==> config.mk <==
export PLATFORM = sky130hd
export DESIGN_NAME = distribute_1xn_dst_tag_seq_flat
export DESIGN_NICKNAME = d
export VERILOG_FILES = /design/src/rtl/distribute_1xn_dst_tag_seq_pkg.sv /design/src/rtl/distribute_1xn_dst_tag_seq_if.sv /design/src/rtl/distribute_1xn_dst_tag_seq_out_slice.sv /design/src/rtl/distribute_1xn_dst_tag_seq.sv /design/src/flat_wrapper.sv
export SDC_FILE = /design/constraint.sdc
export NUM_CORES = 1
export LEC_CHECK = 0
export ABC_AREA = 0
export CAP_MARGIN = 15
export CORE_UTILIZATION = 41
export DETAILED_ROUTE_END_ITERATION = 10
export PLACE_DENSITY = 0.87
export SLEW_MARGIN = 20
export SYNTH_ARGS = -nofsm -noshare
export SYNTH_HDL_FRONTEND = slang
export SYNTH_SLANG_ARGS = --single-unit
export TNS_END_PERCENT = 100
==> constraint.sdc <==
create_clock -name clk -period 1.62 [get_ports clk]
set_clock_uncertainty 0.2 [all_clocks]
set_input_delay 0.243 -clock clk [delete_from_list [all_inputs] [get_ports clk]]
set_output_delay 0.243 -clock clk [all_outputs]
set_load 0.005 [all_outputs]
==> src/rtl/distribute_1xn_dst_tag_seq_pkg.sv <==
// Shared widths and helpers for the 1xN destination-tag distribution stage.
// Compile-time option DISTRIBUTE_MULTICAST_EN is consumed by the interface and top, not here.
package distribute_pkg;

  localparam int DROP_CNT_WIDTH = 16;
  localparam int MAX_NUM_OUT    = 256;

  function automatic int next_cmd_width(input int in_w, input int tag_w);
    return ((in_w - tag_w) > 1) ? (in_w - tag_w) : 1;
  endfunction

  // Callers truncate the result to their own output count.
  function automatic logic [MAX_NUM_OUT-1:0] tag_onehot(input int unsigned tag);
    return MAX_NUM_OUT'(1) << tag;
  endfunction

endpackage

==> src/rtl/distribute_1xn_dst_tag_seq_if.sv <==
// Input/output bus bundle for distribute_1xn_dst_tag_seq.
// DISTRIBUTE_MULTICAST_EN adds i_mcast / i_mcast_mask to the bundle.
interface distribute_1xn_dst_tag_seq_if
  import distribute_pkg::*;
#(
  parameter int DATA_WIDTH            = 32,
  parameter int DESTINATION_TAG_WIDTH = 2,
  parameter int IN_COMMAND_WIDTH      = 4
);
  localparam int NUM_DATA_OUT      = 2 ** DESTINATION_TAG_WIDTH;
  localparam int NEXT_CMD_WIDTH    = next_cmd_width(IN_COMMAND_WIDTH, DESTINATION_TAG_WIDTH);
  localparam int OUT_COMMAND_WIDTH = NUM_DATA_OUT * NEXT_CMD_WIDTH;

  logic                               i_valid;
  logic                               o_ready;
  logic [DATA_WIDTH-1:0]              i_data_bus;
  logic [IN_COMMAND_WIDTH-1:0]        i_cmd;
  logic [NUM_DATA_OUT-1:0]            o_valid;
  logic [NUM_DATA_OUT-1:0]            i_ready;
  logic [NUM_DATA_OUT*DATA_WIDTH-1:0] o_data_bus;
  logic [OUT_COMMAND_WIDTH-1:0]       o_cmd;
`ifdef DISTRIBUTE_MULTICAST_EN
  logic                               i_mcast;
  logic [NUM_DATA_OUT-1:0]            i_mcast_mask;
`endif

  modport slave (
`ifdef DISTRIBUTE_MULTICAST_EN
    input  i_mcast, i_mcast_mask,
`endif
    input  i_valid, i_data_bus, i_cmd, i_ready,
    output o_ready, o_valid, o_data_bus, o_cmd
  );

  modport master (
`ifdef DISTRIBUTE_MULTICAST_EN
    output i_mcast, i_mcast_mask,
`endif
    output i_valid, i_data_bus, i_cmd, i_ready,
    input  o_ready, o_valid, o_data_bus, o_cmd
  );

endinterface

==> src/rtl/distribute_1xn_dst_tag_seq_out_slice.sv <==
// One-entry valid/ready register slice holding a data word and its forwarded command.
// A reload in the same cycle as a drain takes priority, keeping the slot full.
module distribute_out_slice #(
  parameter int DATA_WIDTH = 32,
  parameter int CMD_WIDTH  = 2
) (
  input  logic                  clk,
  input  logic                  rst,
  input  logic                  load_i,
  input  logic [DATA_WIDTH-1:0] data_i,
  input  logic [CMD_WIDTH-1:0]  cmd_i,
  input  logic                  ready_i,
  output logic                  valid_o,
  output logic                  free_o,
  output logic [DATA_WIDTH-1:0] data_o,
  output logic [CMD_WIDTH-1:0]  cmd_o
);

  logic                  valid_q, valid_d;
  logic [DATA_WIDTH-1:0] data_q,  data_d;
  logic [CMD_WIDTH-1:0]  cmd_q,   cmd_d;

  always_comb begin
    valid_d = valid_q;
    data_d  = data_q;
    cmd_d   = cmd_q;
    if (load_i) begin
      valid_d = 1'b1;
      data_d  = data_i;
      cmd_d   = cmd_i;
    end else if (valid_q && ready_i) begin
      valid_d = 1'b0;
    end
  end

  always_ff @(posedge clk) begin
    if (rst) begin
      valid_q <= 1'b0;
      data_q  <= '0;
      cmd_q   <= '0;
    end else begin
      valid_q <= valid_d;
      data_q  <= data_d;
      cmd_q   <= cmd_d;
    end
  end

  // Pass-through ready: a slot draining this cycle can accept a new word.
  assign free_o  = !valid_q || ready_i;
  assign valid_o = valid_q;
  assign data_o  = data_q;
  assign cmd_o   = cmd_q;

endmodule

==> src/rtl/distribute_1xn_dst_tag_seq.sv <==
// Registered 1-to-N distribution switch steered by the top command bits (destination tag).
// DISTRIBUTE_MULTICAST_EN enables mask-based multicast and the empty-set drop counter.
module distribute_1xn_dst_tag_seq
  import distribute_pkg::*;
#(
  parameter int DATA_WIDTH            = 32,
  parameter int DESTINATION_TAG_WIDTH = 2,
  parameter int IN_COMMAND_WIDTH      = 4
) (
  input  logic                      clk,
  input  logic                      rst,
  input  logic                      i_en,
  distribute_1xn_dst_tag_seq_if.slave bus,
  output logic [DROP_CNT_WIDTH-1:0] o_drop_cnt
);

  localparam int NUM_DATA_OUT   = 2 ** DESTINATION_TAG_WIDTH;
  localparam int NEXT_CMD_WIDTH = next_cmd_width(IN_COMMAND_WIDTH, DESTINATION_TAG_WIDTH);

  if (IN_COMMAND_WIDTH < DESTINATION_TAG_WIDTH) begin : g_bad_cfg
    $error("IN_COMMAND_WIDTH must be >= DESTINATION_TAG_WIDTH");
  end

  logic [DESTINATION_TAG_WIDTH-1:0] tag;
  logic [NEXT_CMD_WIDTH-1:0]        next_cmd;
  logic [NUM_DATA_OUT-1:0]          dest;
  logic [NUM_DATA_OUT-1:0]          slot_free;
  logic [NUM_DATA_OUT-1:0]          slot_vld;
  logic [NUM_DATA_OUT-1:0]          load;
  logic                             ready;
  logic                             accept;

  assign tag = bus.i_cmd[IN_COMMAND_WIDTH-1 -: DESTINATION_TAG_WIDTH];

  // The final stage of a tree has no command bits left to forward.
  if (IN_COMMAND_WIDTH > DESTINATION_TAG_WIDTH) begin : g_next_cmd
    assign next_cmd = bus.i_cmd[NEXT_CMD_WIDTH-1:0];
  end else begin : g_last_stage
    assign next_cmd = '0;
  end

`ifdef DISTRIBUTE_MULTICAST_EN
  assign dest = bus.i_mcast ? bus.i_mcast_mask
                            : NUM_DATA_OUT'(tag_onehot(32'(tag)));
`else
  assign dest = NUM_DATA_OUT'(tag_onehot(32'(tag)));
`endif

  // All targeted slots must be free so a multicast is never split across cycles.
  assign ready  = i_en && !rst && (&(slot_free | ~dest));
  assign accept = bus.i_valid && ready;
  assign load   = accept ? dest : '0;

  assign bus.o_ready = ready;
  assign bus.o_valid = slot_vld;

  for (genvar k = 0; k < NUM_DATA_OUT; k++) begin : g_slot
    distribute_out_slice #(
      .DATA_WIDTH (DATA_WIDTH),
      .CMD_WIDTH  (NEXT_CMD_WIDTH)
    ) u_slice (
      .clk     (clk),
      .rst     (rst),
      .load_i  (load[k]),
      .data_i  (bus.i_data_bus),
      .cmd_i   (next_cmd),
      .ready_i (bus.i_ready[k]),
      .valid_o (slot_vld[k]),
      .free_o  (slot_free[k]),
      .data_o  (bus.o_data_bus[k*DATA_WIDTH +: DATA_WIDTH]),
      .cmd_o   (bus.o_cmd[k*NEXT_CMD_WIDTH +: NEXT_CMD_WIDTH])
    );
  end

`ifdef DISTRIBUTE_MULTICAST_EN
  logic [DROP_CNT_WIDTH-1:0] drop_cnt_q, drop_cnt_d;

  // Saturating count of accepted words whose mask selected no output.
  always_comb begin
    drop_cnt_d = drop_cnt_q;
    if (accept && (dest == '0) && (drop_cnt_q != '1)) begin
      drop_cnt_d = drop_cnt_q + DROP_CNT_WIDTH'(1);
    end
  end

  always_ff @(posedge clk) begin
    if (rst) drop_cnt_q <= '0;
    else     drop_cnt_q <= drop_cnt_d;
  end

  assign o_drop_cnt = drop_cnt_q;
`else
  assign o_drop_cnt = '0;
`endif

endmodule

==> src/flat_wrapper.sv <==
// flat-port wrapper written by rule: the top's interface ports become plain ports
module distribute_1xn_dst_tag_seq_flat import distribute_pkg::*;
#(
  parameter int DATA_WIDTH            = 32,
  parameter int DESTINATION_TAG_WIDTH = 2,
  parameter int IN_COMMAND_WIDTH      = 4
)
  (clk, rst, i_en, o_drop_cnt, bus_i_valid, bus_i_data_bus, bus_i_cmd, bus_i_ready, bus_o_ready, bus_o_valid, bus_o_data_bus, bus_o_cmd);
  distribute_1xn_dst_tag_seq_if #(.DATA_WIDTH(DATA_WIDTH), .DESTINATION_TAG_WIDTH(DESTINATION_TAG_WIDTH), .IN_COMMAND_WIDTH(IN_COMMAND_WIDTH)) bus_i ();
  input  logic clk;
  input  logic rst;
  input  logic i_en;
  output logic [DROP_CNT_WIDTH-1:0] o_drop_cnt;
  input wire logic [$bits(bus_i.i_valid)-1:0] bus_i_valid;
  input wire logic [$bits(bus_i.i_data_bus)-1:0] bus_i_data_bus;
  input wire logic [$bits(bus_i.i_cmd)-1:0] bus_i_cmd;
  input wire logic [$bits(bus_i.i_ready)-1:0] bus_i_ready;
  output wire logic [$bits(bus_i.o_ready)-1:0] bus_o_ready;
  output wire logic [$bits(bus_i.o_valid)-1:0] bus_o_valid;
  output wire logic [$bits(bus_i.o_data_bus)-1:0] bus_o_data_bus;
  output wire logic [$bits(bus_i.o_cmd)-1:0] bus_o_cmd;
  assign bus_i.i_valid = bus_i_valid;
  assign bus_i.i_data_bus = bus_i_data_bus;
  assign bus_i.i_cmd = bus_i_cmd;
  assign bus_i.i_ready = bus_i_ready;
  assign bus_o_ready = bus_i.o_ready;
  assign bus_o_valid = bus_i.o_valid;
  assign bus_o_data_bus = bus_i.o_data_bus;
  assign bus_o_cmd = bus_i.o_cmd;
  distribute_1xn_dst_tag_seq #(.DATA_WIDTH(DATA_WIDTH), .DESTINATION_TAG_WIDTH(DESTINATION_TAG_WIDTH), .IN_COMMAND_WIDTH(IN_COMMAND_WIDTH)) u_core (.clk(clk), .rst(rst), .i_en(i_en), .bus(bus_i), .o_drop_cnt(o_drop_cnt));
endmodule
# After elaboration in Yosys (flattened, before gate mapping)
# Index checks and enable logic that the tools add are counted.
# op_classes
n_shift,1
mux,9
bitwise,2
reduce_logical,21
# op_table
op,count
$mux W1,8
$reduce_bool A2 Y1,4
$logic_and A1 B1 Y1,7
$logic_not A1 Y1,5
$logic_or A1 B1 Y1,4
$mux W4,1
$not A4 Y4,1
$or A4 B4 Y4,1
$reduce_and A4 Y1,1
$shl A1 B2 Y4 const A,1
# totals
regBits,140
input_bits,44
out_inout_bits,157
word_cells,45

# Longest topological paths before layout
# Gate-level depths: netlist (run 1).
# depth
depth_word,8
ltp_mapped,6
ltp_nobuf,3

# Cells and area by module
# From an unflattened synthesis (run 1), not the netlist that was laid out.
# unflattened
cells_unflattened,483
area_unflattened_um2,5303.8
# by_module_without_submodules
mod,instances,cells_per_inst,area_each_um2,seq_area_each_um2
distribute_out_slice,4,114,1275.0,700.7
distribute_1xn_dst_tag_seq,1,27,203.9,0.0

# Least setup slack after synthesis (run 1)
# No wires, ideal clock.
# synth_timing
kind,reg-to-output
startpoint,register u_core.g_slot[1].u_slice.valid_q
endpoint,output port bus_o_ready
arrival_time_ps,1239
required_time_ps,1177
path_slack_ps,-62
stages_incl_launch_ff,5
path_buffers,1
cell_sequence,dfxtp_1 > nor2b_1 > clkbuf_1 > mux4_2 > nor3b_1
# synth_via
elab_chain_len,5
# synth_rtl
element,line_no,text
from (decl),distribute_1xn_dst_tag_seq_out_slice.sv:19,"logic valid_q, valid_d;"
from (signal assigned),distribute_1xn_dst_tag_seq_out_slice.sv:42,valid_q <= valid_d;
$logic_not A1 Y1,distribute_1xn_dst_tag_seq_out_slice.sv:49,assign free_o = !valid_q || ready_i;
$logic_or A1 B1 Y1,distribute_1xn_dst_tag_seq_out_slice.sv:49,
$or A4 B4 Y4,distribute_1xn_dst_tag_seq.sv:50,assign ready = i_en && !rst && (&(slot_free | ~dest));
$reduce_and A4 Y1,distribute_1xn_dst_tag_seq.sv:50,
$logic_and A1 B1 Y1,distribute_1xn_dst_tag_seq.sv:50,
to (decl),flat_wrapper.sv:18,output wire logic [$bits(bus_i.o_ready)-1:0] bus_o_ready;
# No other way between the ends.

# Worst setup path in the final report (run 1)
# layout_timing
startpoint,register u_core.g_slot[0].u_slice.valid_q
endpoint,output port bus_o_ready
# layout_via
elab_chain_len,5
# layout_rtl
element,line_no
from (decl),distribute_1xn_dst_tag_seq_out_slice.sv:19
from (signal assigned),distribute_1xn_dst_tag_seq_out_slice.sv:42
$logic_not A1 Y1,distribute_1xn_dst_tag_seq_out_slice.sv:49
$logic_or A1 B1 Y1,distribute_1xn_dst_tag_seq_out_slice.sv:49
$or A4 B4 Y4,distribute_1xn_dst_tag_seq.sv:50
$reduce_and A4 Y1,distribute_1xn_dst_tag_seq.sv:50
$logic_and A1 B1 Y1,distribute_1xn_dst_tag_seq.sv:50
# No other way between the ends.

==> impl_metrics.env, run 1 <==
export IMPL_powerDensity_nw_per_um2=956
export IMPL_slew_violations=0
export IMPL_timing_hold_violations_final=0
export IMPL_pre_cts_slack_ps=-903
export IMPL_nFillCells=1074
export IMPL_status="finished, violations left"
export IMPL_clock_latency_ps=410
export IMPL_cts_root_buf="clkbuf_16"
export IMPL_required_ps=1180
export IMPL_area_delta_synth_final_pct=55.4
export IMPL_final_cell_mix="dlygate4sd2_1 (143), dfxtp_1 (105), o311ai_1 (40)"
export IMPL_routed_via_density=5.88
export IMPL_path_clk_slew_ps=60
export IMPL_finalCritPeriodShare_pct=130
export IMPL_wl_per_cell_um=20.4
export IMPL_setup_violations=35
export IMPL_synth_flop_cell="dfxtp_1"
export IMPL_power_w=0.00842
export IMPL_drt_pass1_iter_count=6
export IMPL_core_area_um2=13300
export IMPL_violations="negative setup slack"
export IMPL_rrSetupSlack_ps=-180
export IMPL_crit_family="multiplexers"
export IMPL_fp_row_count=42
export IMPL_ios=201
export IMPL_cp_start_kind="flip-flop"
export IMPL_first_iter_violations=689
export IMPL_num_vias=5754
export IMPL_ys_seq_elements=140
export IMPL_drc=0
export IMPL_final_cell_area_um2=8800
export IMPL_die_x_um=120
export IMPL_ir_worst_vdd_mv=0.617
export IMPL_io_buffers=184
export IMPL_crit_type="flip-flop to primary output"
export IMPL_setup_worst_path_end_class="primary output"
export IMPL_setup_slack_ps=-481
export IMPL_timing_fmax_ghz=0.476
export IMPL_synth_enable_flop_cells=0
export IMPL_rsz0062_at_grt="true"
export IMPL_fin_crit_ps=2100
export IMPL_cts_max_level=4
export IMPL_dp_hpwl_um=12200
export IMPL_synth_cell_types=32
export IMPL_gp_congestion=0.790
export IMPL_crit_path_cell_trace="nor2b_4 > mux4_2 > nor3b_2 > buf_2"
export IMPL_worstHoldPathType="input port to flip-flop"
export IMPL_die_area_um2=14300
export IMPL_holdPathStages=3
export IMPL_synth_area_per_cell_um2=9.50
export IMPL_yosysWarnings=0
export IMPL_grt_pass1_vias=5367
export IMPL_async_flop_share_pct=0
export IMPL_cp_max_fo=2
export IMPL_mostFrequentLayoutCell="dlygate4sd2_1"
export IMPL_drv_cap=0
export IMPL_clock_sinks=140
export IMPL_max_stage_delay_ps=460
export IMPL_cpMaxStageDelayCell="mux4_2"
export IMPL_drive_above_1_share_pct=23.2
export IMPL_reg2regPathDepth=6
export IMPL_tritoncts="yes"
export IMPL_wl_um=20000
export IMPL_p_leak_nw=3.88
export IMPL_final_cells=978
export IMPL_ant_nets=0
export IMPL_ys_seq_area_share_pct=49.5
export IMPL_final_nets=833
export IMPL_netlist_area_um2=5660
export IMPL_dpl_cell_count=928
export IMPL_ctsHoldBuffers=0
export IMPL_cp_depth=4
export IMPL_antenna_found_initial=0
export IMPL_whs_ps=89.2
export IMPL_place_area_um2=7780
export IMPL_diodes=0
export IMPL_gr_total_overflow=0
export IMPL_clockBufferDepth=2
export IMPL_grt_max_degree=63
export IMPL_path_buf_inv=1
export IMPL_syn_inst=596
export IMPL_start_util_pct=42.4
export IMPL_die_h_um=120
export IMPL_grt_use_total_pct=27.0
export IMPL_grt_pass1_wl_um=30000
export IMPL_critPathArrivalTime_ps=1660
export IMPL_numCtsBuffers=17
## cell type report
| cell class | instances | area, um2 | area share, % |
|---|---|---|---|
| Sequential cell | 140 | 2850 | 32.3 |
| Clock inverter | 15 | 213 | 2.42 |
| Timing Repair Buffer | 250 | 2450 | 27.8 |
| Tap cell | 176 | 220 | 2.50 |
| Multi-Input combinational cell | 350 | 2530 | 28.8 |
| Clock buffer | 17 | 425 | 4.83 |
| Inverter | 30 | 114 | 1.29 |
## Yosys cell counts, types with 3 or more instances
cell      number  area share, %
clkbuf_1      50            3.3
o21ai_0       37            3.3
o311ai_0      67             10
buf_2         12            1.1
nor2_1         3           0.20
buf_4         21            2.8
a21oi_1       38            3.4
o31ai_1       34            4.5
mux2i_1       34            6.0
nor2b_1        4           0.44
nand2_1       39            2.6
buf_6          7            1.4
o21ai_1       30            2.7
nand4_1       34            3.8
nand2b_1       3           0.33
dfxtp_1      140             49
inv_1         28            1.9
## layer usage
layer  global-route usage, %  part of all wire (%)  up-vias
met2                    42.6                    47      340
li1                        -                     -     2589
met3                    6.42                   7.8       48
met4                    10.9                   2.9        0
met1                    35.4                    42     2777
met5                       0                     0        -
## worst register-to-register path, stage by stage, from the launching register on
cell and delay [ps]:
dfxtp_2 320, nor2b_4 130, buf_6 120, buf_12 120, or3_4 400, buf_6 160, a31o_2 230
## sequential cells by signal, summed over array words and instances (netlist names)
register	flops
u_core.g_slot.u_slice.data_o	128
u_core.g_slot.u_slice.valid_o	4
u_core.g_slot.u_slice.cmd_o	8
## kinds of logic after synthesis
logic type	synth area share [%]
AO/OA/AOI/OAI	24.3
flip-flops	49.5
buffers and inverters	10.6
AND/OR/NAND/NOR	9.15
multiplexers	6.41
other	0.0662
## through the flow
step	utilization (%)	setup TNS, ps
4_1_cts	64.1	-1590
2_1_floorplan	-	-29.0
3_5_place_dp	58.3	-65930
6_report	65.9	-3830
5_1_grt	65.9	-4910
3_3_place_gp	58.3	-61200
## final timing paths
| check | endpoint | start |
|---|---|---|
| hold reg to reg | u_core.g_slot[2].u_slice.data_o[22]$_SDFFE_PP0P_ | u_core.g_slot[2].u_slice.data_o[22]$_SDFFE_PP0P_ |
| hold / removal | u_core.g_slot[3].u_slice.valid_o$_SDFFE_PP0P_ | rst |
| setup reg to reg | u_core.g_slot[1].u_slice.data_o[14]$_SDFFE_PP0P_ | u_core.g_slot[1].u_slice.valid_o$_SDFFE_PP0P_ |
| setup / recovery | bus_o_ready | u_core.g_slot[0].u_slice.valid_o$_SDFFE_PP0P_ |
## where the power goes
group / switching (W) / internal (W) / total, W
logic: 0.000376 / 0.000290 / 0.000666
registers: 0.0000350 / 0.00351 / 0.00354
clock network: 0.00160 / 0.00261 / 0.00421
total: 0.00201 / 0.00641 / 0.00842
## what timing repair did
action / 4_1_cts / 5_1_grt
gates cloned: 3 / 4
pin swaps: 6 / 3
setup buffers: 7 / 4
hold endpoints to repair: 0 / 0
resized for setup: 237 / 60
endpoints found under the setup margin: 256 / 68
(Power assumes the default switching activity.)
==> run 2: changes to the inputs <==
Settings changed: CORE_UTILIZATION 41 to 30, DONT_BUFFER_PORTS from default to 1, PLACE_DENSITY 0.87 to 0.55.
==> run 2 against run 1 <==
  * Hold slack worse by 280 ps
  * Combinational power down 34%
  * Critical path type unchanged
  * Core utilization down 28 points
  * Power is 2.6% lower
  * Clock-buffer cell count increased by 2
  * First-iteration DRC count decreased by 54%
  * Critical path depth down 1
  * Sequential share of layout area up 7.9 points
  * Largest power group unchanged
  * The flow finishes with violations (negative hold slack, negative setup slack)
  * Largest cell class unchanged
  * Register-to-register slack improved by 190 ps
  * Global-route usage shrank 6.7 points
==> impl_metrics.env, run 2 (synthesis results as in run 1) <==
export IMPL_p_leak_nw=2.44
export IMPL_ctsHoldBuffers=39
export IMPL_antenna_found_initial=0
export IMPL_grt_pass1_vias=4812
export IMPL_wl_per_cell_um=23.5
export IMPL_nFillCells=1810
export IMPL_largest_register_ffs=128
export IMPL_cts_root_buf="clkbuf_16"
export IMPL_multi_input_area_um2=2390
export IMPL_cts_max_level=4
export IMPL_max_stage_delay_ps=480
export IMPL_numCtsBuffers=17
export IMPL_gp_congestion=0.788
export IMPL_seq_area_um2=2810
export IMPL_rrSetupSlack_ps=10
export IMPL_wl_um=19900
export IMPL_pre_cts_slack_ps=-4.60
export IMPL_num_vias=4935
export IMPL_drc=0
export IMPL_setup_worst_path_end_class="primary output"
export IMPL_core_area_um2=18200
export IMPL_crit_path_cell_trace="nor2b_4 > mux4_2 > nor3b_2"
export IMPL_ant_nets=0
export IMPL_final_cell_mix="dfxtp_1 (136), nand2_1 (38), a21oi_1 (37), o311ai_1 (37), dlygate4sd3_1 (37)"
export IMPL_routed_via_density=5.82
export IMPL_ir_worst_vdd_mv=0.636
export IMPL_required_ps=1180
export IMPL_critPathArrivalTime_ps=1580
export IMPL_clock_sinks=140
export IMPL_clock_latency_ps=430
export IMPL_die_area_um2=19400
export IMPL_setup_slack_ps=-400
export IMPL_whs_ps=-195
export IMPL_fin_crit_ps=2020
export IMPL_crit_family="multiplexers"
export IMPL_cpMaxStageDelayCell="mux4_2"
export IMPL_worstHoldPathType="input port to flip-flop"
export IMPL_path_clk_slew_ps=60
export IMPL_status="finished, violations left"
export IMPL_path_buf_inv=0
export IMPL_first_iter_violations=317
export IMPL_dp_hpwl_um=12400
export IMPL_grt_use_total_pct=20.3
export IMPL_setup_violations=1
export IMPL_mostFrequentLayoutCell="dfxtp_1"
export IMPL_powerDensity_nw_per_um2=1170
export IMPL_grt_max_degree=108
export IMPL_start_util_pct=31.1
export IMPL_die_h_um=139
export IMPL_ios=201
export IMPL_final_nets=650
export IMPL_cp_start_kind="flip-flop"
export IMPL_area_delta_synth_final_pct=23.2
export IMPL_use_met1_pct=24.8
export IMPL_cp_max_fo=2
export IMPL_drt_pass1_iter_count=5
export IMPL_holdPathStages=2
export IMPL_diodes=0
export IMPL_gr_total_overflow=0
export IMPL_reg2regPathDepth=5
export IMPL_drive_above_1_share_pct=13.6
export IMPL_violations="negative hold slack, negative setup slack"
export IMPL_io_buffers=0
export IMPL_cp_depth=3
export IMPL_use_met3_pct=9.15
export IMPL_fp_row_count=49
export IMPL_crit_type="flip-flop to primary output"
export IMPL_tritoncts="yes"
export IMPL_rsz0062_at_grt="true"
export IMPL_slew_violations=0
export IMPL_met2_usage_pct=30.9
export IMPL_clockBufferDepth=2
export IMPL_timing_fmax_ghz=0.495
export IMPL_grt_pass1_wl_um=29800
export IMPL_finalCritPeriodShare_pct=125
export IMPL_gr_max_usage_layer="met2"
export IMPL_timing_hold_violations_final=103
export IMPL_die_x_um=139
export IMPL_drv_cap=0
[run 2: cell types whose count changed in the layout (fill, tap and decap cells not counted), moves of 22 or more]
cell             delta
o21ai_2            -26
clkdlybuf4s50_1    -38
dlygate4sd3_1      +37
o21ai_1            +24
dlygate4sd2_1     -143
buf_4              -22
dfxtp_1            +31
dfxtp_2            -31
[run 2: where the power goes]
group          internal [W]  switching, W
Sequential          0.00351     0.0000555
Clock               0.00263       0.00157
Combinational      0.000163      0.000274
[run 2: cell type report]
cell class / count / area share (%)
Tap cell: 229 / 4.11
Clock inverter: 13 / 2.71
Clock buffer: 19 / 6.35
Sequential cell: 140 / 40.2
Multi-Input combinational cell: 350 / 34.3
Inverter: 30 / 1.61
Timing Repair Buffer: 67 / 10.7
[run 2: what timing repair did]
action                     in CTS  in global routing
hold endpoints to repair      140                103
setup endpoints to repair       5                 66
pin swaps                       0                  1
buffers inserted                0                  2
gates resized for setup         0                 59
gates cloned                    0                  1
[run 2: final timing paths]
kind | start | endpoint
max | u_core.g_slot[3].u_slice.valid_o$_SDFFE_PP0P_ | bus_o_ready
min | bus_i_cmd[3] | u_core.g_slot[0].u_slice.data_o[7]$_SDFFE_PP0P_
max reg2reg | u_core.g_slot[1].u_slice.valid_o$_SDFFE_PP0P_ | u_core.g_slot[1].u_slice.data_o[20]$_SDFFE_PP0P_
min reg2reg | u_core.g_slot[2].u_slice.data_o[8]$_SDFFE_PP0P_ | u_core.g_slot[2].u_slice.data_o[8]$_SDFFE_PP0P_
[run 2: metrics by stage]
step / TNS (ps) / util [%] / instances / cell area, um2 / total power (W)
after detailed placement: -4.60 / 32.0 / 774 / 5830 / 0.00393
after global routing: -813 / 38.3 / 848 / 6980 / 0.00848
after global placement: 0 / 32.0 / 774 / 5830 / 0.00392
final: -400 / 38.3 / 848 / 6980 / 0.00820
after CTS: -460 / 37.7 / 845 / 6870 / 0.00825
after floorplan: -29.0 / - / 611 / 5730 / 0.00389
[run 2: metal layers]
layer	part of all wire, %	up-vias
met5	0	-
met4	1.9	0
met3	11	31
met2	46	258
met1	42	2421
li1	-	2225
